==> config.mk <==
export PLATFORM = sky130hd
export DESIGN_NAME = mem_arbiter
export DESIGN_NICKNAME = d
export VERILOG_FILES = /design/src/rtl/mem_arbiter.sv
export SDC_FILE = /design/constraint.sdc
export NUM_CORES = 1
export LEC_CHECK = 0
export ABC_AREA = 0
export BUFFER_PORTS_ARGS = -buffer_cell sky130_fd_sc_hd__clkbuf_2
export CAP_MARGIN = 0
export CORE_AREA = 2 2 87 89
export DETAILED_ROUTE_END_ITERATION = 10
export DIE_AREA = 0 0 89 91
export GPL_TIMING_DRIVEN = 0
export PLACE_DENSITY = 0.57
export SKIP_LAST_GASP = 1
export SLEW_MARGIN = 20
export SYNTH_ARGS = -nofsm -noshare
export SYNTH_HDL_FRONTEND = slang
export SYNTH_SLANG_ARGS = --single-unit
==> constraint.sdc <==
create_clock -name clk -period 3.5 [get_ports clk]
set_input_delay 0.175 -clock clk [delete_from_list [all_inputs] [get_ports clk]]
set_output_delay 0.175 -clock clk [all_outputs]
set_load 0.005 [all_outputs]
==> src/rtl/mem_arbiter.sv <==
// Shares one single-port synchronous SRAM between an instruction-fetch read port
// and a data-memory read/write port, with bounded starvation of the fetch side.
module mem_arbiter #(
    parameter int ADDR_W        = 16,
    parameter int DATA_W        = 32,
    parameter int MAX_DM_STREAK = 4
) (
    input  logic              clk,
    input  logic              rst,
    input  logic              if_req,
    input  logic [ADDR_W-1:0] if_addr,
    output logic              if_gnt,
    output logic              if_rvalid,
    output logic [DATA_W-1:0] if_rdata,
    output logic              if_stall,
    input  logic              dm_req,
    input  logic [3:0]        dm_we,
    input  logic [ADDR_W-1:0] dm_addr,
    input  logic [DATA_W-1:0] dm_wdata,
    output logic              dm_gnt,
    output logic              dm_rvalid,
    output logic [DATA_W-1:0] dm_rdata,
    output logic              dm_stall,
    output logic [ADDR_W-1:0] sram_addr,
    output logic [3:0]        sram_w_en,
    output logic [DATA_W-1:0] sram_wdata,
    input  logic [DATA_W-1:0] sram_rdata
);

    typedef enum logic [1:0] {
        OWN_NONE = 2'd0,
        OWN_IF   = 2'd1,
        OWN_DM   = 2'd2
    } owner_e;

    localparam logic [3:0] STREAK_MAX = 4'(MAX_DM_STREAK);

    logic [3:0] streak_q;
    logic [3:0] streak_d;
    owner_e     rd_owner_q;
    owner_e     rd_owner_d;
    logic       grant_if;
    logic       grant_dm;

    // DM wins contention until it has taken STREAK_MAX grants in a row over a waiting fetch.
    always_comb begin
        grant_if = 1'b0;
        grant_dm = 1'b0;
        if (!rst) begin
            if (if_req && dm_req) begin
                if (streak_q == STREAK_MAX) begin
                    grant_if = 1'b1;
                end else begin
                    grant_dm = 1'b1;
                end
            end else if (if_req) begin
                grant_if = 1'b1;
            end else if (dm_req) begin
                grant_dm = 1'b1;
            end
        end
    end

    always_comb begin
        streak_d = streak_q;
        if (grant_if || !if_req) begin
            streak_d = '0;
        end else if (grant_dm && (streak_q < STREAK_MAX)) begin
            streak_d = streak_q + 4'd1;
        end
    end

    // Writes complete at the granting edge, so only reads claim the return slot.
    always_comb begin
        rd_owner_d = OWN_NONE;
        if (grant_if) begin
            rd_owner_d = OWN_IF;
        end else if (grant_dm && (dm_we == 4'b0000)) begin
            rd_owner_d = OWN_DM;
        end
    end

    always_ff @(posedge clk) begin
        if (rst) begin
            streak_q   <= '0;
            rd_owner_q <= OWN_NONE;
        end else begin
            streak_q   <= streak_d;
            rd_owner_q <= rd_owner_d;
        end
    end

    always_comb begin
        sram_addr  = '0;
        sram_w_en  = 4'b0000;
        sram_wdata = '0;
        if (grant_if) begin
            sram_addr = if_addr;
        end else if (grant_dm) begin
            sram_addr  = dm_addr;
            sram_w_en  = dm_we;
            sram_wdata = dm_wdata;
        end
    end

    assign if_gnt    = grant_if;
    assign dm_gnt    = grant_dm;
    assign if_stall  = if_req & ~grant_if;
    assign dm_stall  = dm_req & ~grant_dm;
    assign if_rvalid = (rd_owner_q == OWN_IF);
    assign dm_rvalid = (rd_owner_q == OWN_DM);
    assign if_rdata  = sram_rdata;
    assign dm_rdata  = sram_rdata;

endmodule

## Word-level counts from Yosys, hierarchy flattened

Cells that the tools add are included.

| storage, ports and cells | value |
|---|---|
| output and inout port bits | 122 |
| logic and storage cells | 37 |
| bits in registers | 6 |

| operators by class | value |
|---|---|
| reductions and logical operators | 8 |
| equality and inequality tests | 3 |
| add/sub/neg operators | 1 |
| mux-type cells | 17 |
| bitwise operators | 4 |
| $lt $le $gt $ge | 1 |

Operator list:

| kind | count |
|---|---|
| 32-bit 2-to-1 mux | 2 |
| 16-bit 2-to-1 mux | 2 |
| 1-bit 2-to-1 mux | 10 |
| 4-bit 2-to-1 mux | 2 |
| 4-bit by 1-bit adder with 4-bit output, second input constant | 1 |
| 4-bit by 3-bit equality test with 1-bit output, second input constant | 1 |
| 4-bit logical NOT | 1 |
| 4-bit by 3-bit less-than comparator with 1-bit output, second input constant | 1 |
| 2-bit OR reduction | 2 |
| 1-bit logical AND | 3 |
| 1-bit bitwise AND | 2 |
| 2-bit by 1-bit equality test with 1-bit output, second input constant | 1 |
| 2-bit equality test, second input constant | 1 |
| 2-bit 2-to-1 mux | 1 |
| 1-bit inverter | 2 |
| 1-bit logical NOT | 1 |
| 1-bit logical OR | 1 |

## Logic depth before layout (Yosys ltp)

| depth | value |
|---|---|
| word-level depth | 7 |
| gate-level depth with buffers | 6 |
| gate-level depth less buffers | 5 |

## Worst setup path before layout

OpenSTA, ideal clock, no wires.

| path | value |
|---|---|
| path kind | register to output |
| start | register streak_q[0] |
| end | output sram_addr[3] |
| arrival | 1.302 ns |
| path slack | 2.023 ns |
| buffers on the path | 1 |
| data required time | 3.325 ns |
| cell stages (with the launch flop) | 6 |
| cells stage by stage | dfxtp_1 inv_1 ha_1 a41oi_4 buf_6 a22o_1 |

| on the way | value |
|---|---|
| word-level cells in the longest chain between the ends | 6 |
| elaborated cells on any way between the ends | 9 |
| those cells by class | eq/ne (1); mux (8) |

RTL lines:

| item | line | RTL |
|---|---|---|
| start: declaration | 38 | `logic [3:0] streak_q;` |
| start signal: assignment | 88 | `streak_q <= streak_d;` |
| 4-bit by 3-bit equality test with 1-bit output * | 51 | `if (streak_q == STREAK_MAX) begin` |
| 1-bit 2-to-1 mux | 51 |  |
| 1-bit 2-to-1 mux | 50 | `if (if_req && dm_req) begin` |
| 1-bit 2-to-1 mux | 49 | `if (!rst) begin` |
| 16-bit 2-to-1 mux | 99 | `end else if (grant_dm) begin` |
| 16-bit 2-to-1 mux * | 97 | `if (grant_if) begin` |
| end: declaration | 24 | `output logic [ADDR_W-1:0] sram_addr,` |

Mark *: on every way between the ends. The rest lies on a longest branch, timed or not.

## Worst setup path in the final report

| path | value |
|---|---|
| start | register streak_q[0] |
| end | output sram_addr[5] |

Same word-level chain as after synthesis.

==> results.cfg <==
[pwr]
comb_power_share_pct = 56.0
switching_share_pct = 26.6
p_seq_share_pct = 17.9
p_leak_nw = 1.48
ir_drop_v = 0.0000491
power.clock.fraction_pct = 26.1
powerDensity_nw_per_um2 = 163
finalPower_w = 0.000392
switchingPower_w = 0.000104
p_int_w = 0.000288

[setup_path]
slowest_stage = a41oi_4
arrival_ns = 1.82
startpoint_type = flop
path_class = reg2out
end_kind = primary output
critPathMaxFanout = 10
worstPathRequired_ns = 3.32
cp_cell_sequence = inv_1 -> ha_1 -> a41oi_4 -> buf_6 -> a22o_1 -> clkbuf_2
crit_family = compound AO/OA/AOI/OAI gates
path_buf_inv = 3
critPathMaxStageDelay_ns = 0.49

[sta]
worst_slack_ns = 1.51
slew_violations = 0
min_period_over_period_pct = 56.9
worst-slew-pin-transition_ns = 0.492
clock_skew_ns = 0.000513
rsz0062_at_grt = no
hold_viol = 0
fin_crit_ns = 1.99
slew_headroom_pct = 67.1
hold_slack_ns = 0.292
max_clock_freq_ghz = 0.502
finalSetupViolCount = 0
finalSetupTns_ns = 0

[detailed_routing]
drc = 0
viasPerCell = 3.62
drt-total-wl_mm = 4.18
drt_iter0_markers = 15
wl_per_cell_um = 9.29
vias = 1629
ant_nets = 0
dr.pass1.iters = 4

[logic_synthesis]
ys_seq_elements = 6
async_reset_ff_share_pct = 0
synth_simple_gate_area_share_pct = 27.0
synth_edf_count = 0
yosys.area.top_type = buf_4
yosys_warnings = 0
synth_area_leaders = buf_4 38%, and2_1 18%, dfxtp_1 9.4%
seq_area_frac_synth_pct = 9.44
yosysMostFrequentCell = buf_4
synth_common_cells = 64 x buf_4, 37 x and2_1, 9 x a22o_2
syn_area_per_cell_sq_um = 8.21
yosysUniqueCellTypes = 23
synth-adder-area-share_pct = 1.97
synth_xor_area_share_pct = 0.688
synth_top_family_by_area = buffers and inverters
synthesis.area_sq_um = 1270
syn-instance-count = 155
ys.flop_type = dfxtp_1
netlist.area_leader.share_pct = 37.8
synth-compound-area-share_pct = 16.1
synthMuxAreaShare_pct = 0.787
synth_nets = 261

[cts]
clk_latency_ns = 0.22
post_cts_buffers = 0
cts_resized = 0
cts_hold_buf = 0
clkSinkCount = 6
root_buffer = clkbuf_8
clkSlewWorstSetupHoldPaths_ns = 0.04
htree_levels = 1
cts_tree = built
clk_path_buf_depth = 2
cts_made_buffers = 3

[final_layout]
nets = 459
syn_to_final_growth_pct = 88.9
fill_cells = 808
drive_gt1_share_pct = 79.5
diodes = 0
multiInputGateArea_sq_um = 593
seq_area_sq_um = 120
stdcell_count = 450

[grt]
grt_max_degree = 11
grt_pass1_wl_mm = 5.91
gr-usage-all-layers_pct = 8.81
antenna_found_initial = 0
grt_pass1_vias = 1415
grt.overflow.total = 0

[die]
die_width_um = 89
start_util_pct = 17.8
dieArea_sq_um = 8100
core_sq_um = 7140
row_count = 31
die_h_um = 91
ioPinCount = 226

[placement]
placed_cells = 447
finalWeightedCongestion = 0.720
io_buffers = 193
dp_hpwl_mm = 3.80
pre_cts_ws_ns = 1.66

[min_path]
holdCritPathClass = in2reg

[outcome]
status = completed

[flow_run]
drv_cap = 0
[state kept, by name (all words and copies together), names as in the netlist]
register and count:
rd_owner_q 2, streak_q 4
[final timing paths]
| path | startpoint | endpoint | slack [ns] | cells after the start |
|---|---|---|---|---|
| worst max-delay path | streak_q[0] | sram_addr[5] | 1.51 | 6 |
| worst min-delay path | dm_we[0] | rd_owner_q[1] | 0.29 | 3 |
| worst max register to register | streak_q[0] | rd_owner_q[1] | 1.99 | 5 |
| worst min register to register | streak_q[1] | streak_q[1] | 0.55 | 2 |
[layout by cell type (no fill, tap or decap)]
master and count:
a21oi_1 2, a21oi_4 1, a22o_1 7, a22o_2 9
a41oi_4 1, and2_1 37, and2b_1 2, buf_4 64
buf_6 6, clkbuf_2 193, clkbuf_8 3, dfxtp_1 6
ha_1 2, inv_1 3, mux2i_1 1, nand2_1 1
nand2b_2 1, nand3b_1 1, nor2b_1 2, nor3_1 4
nor3b_1 1, nor4_1 1, nor4b_4 1, or2b_1 1
xnor2_1 1
[through the flow]
stage,area [sq um],util [%]
after floorplan,1270,-
after global placement,2360,33.1
after detailed placement,2360,33.1
after CTS,2400,33.7
after global routing,2400,33.7
final,2400,33.7
[cells by family after synthesis]
logic type | Yosys count
buf+inv | 73
simple gates | 52
compound gates | 20
flops | 6
fa+ha+maj | 2
xor+xnor | 1
mux | 1
[tightest hold or removal path, cell delays in order]
cell      delay (ns)
clkbuf_2        0.08
nor4_1          0.06
and2_1          0.15
[per-layer routing]
metal | share of wire, % | GRT usage [%] | up-vias
li1 | - | - | 837
met1 | 36 | 9.41 | 668
met2 | 52 | 17.8 | 122
met3 | 12 | 0.364 | 2
met4 | 0.50 | 2.61 | 0
met5 | 0 | 0 | -
[power groups by stage]
stage          clock network, W  registers (W)  logic, W
3_3_place_gp                  0      0.0000711  0.000221
3_5_place_dp                  0      0.0000711  0.000223
6_report               0.000103      0.0000701  0.000220
5_1_grt                0.000107      0.0000702  0.000242
4_1_cts                0.000106      0.0000701  0.000224
2_1_floorplan                 0      0.0000710  0.000111
[layout make-up]
class / instances / area share [%]
Tap cell: 99 / 5.15
Sequential cell: 6 / 5.00
Inverter: 3 / 0.469
Clock buffer: 3 / 1.72
Multi-Input combinational cell: 76 / 24.7
Timing Repair Buffer: 193 / 40.2
Buffer: 70 / 22.8
(Power assumes the default switching activity.)
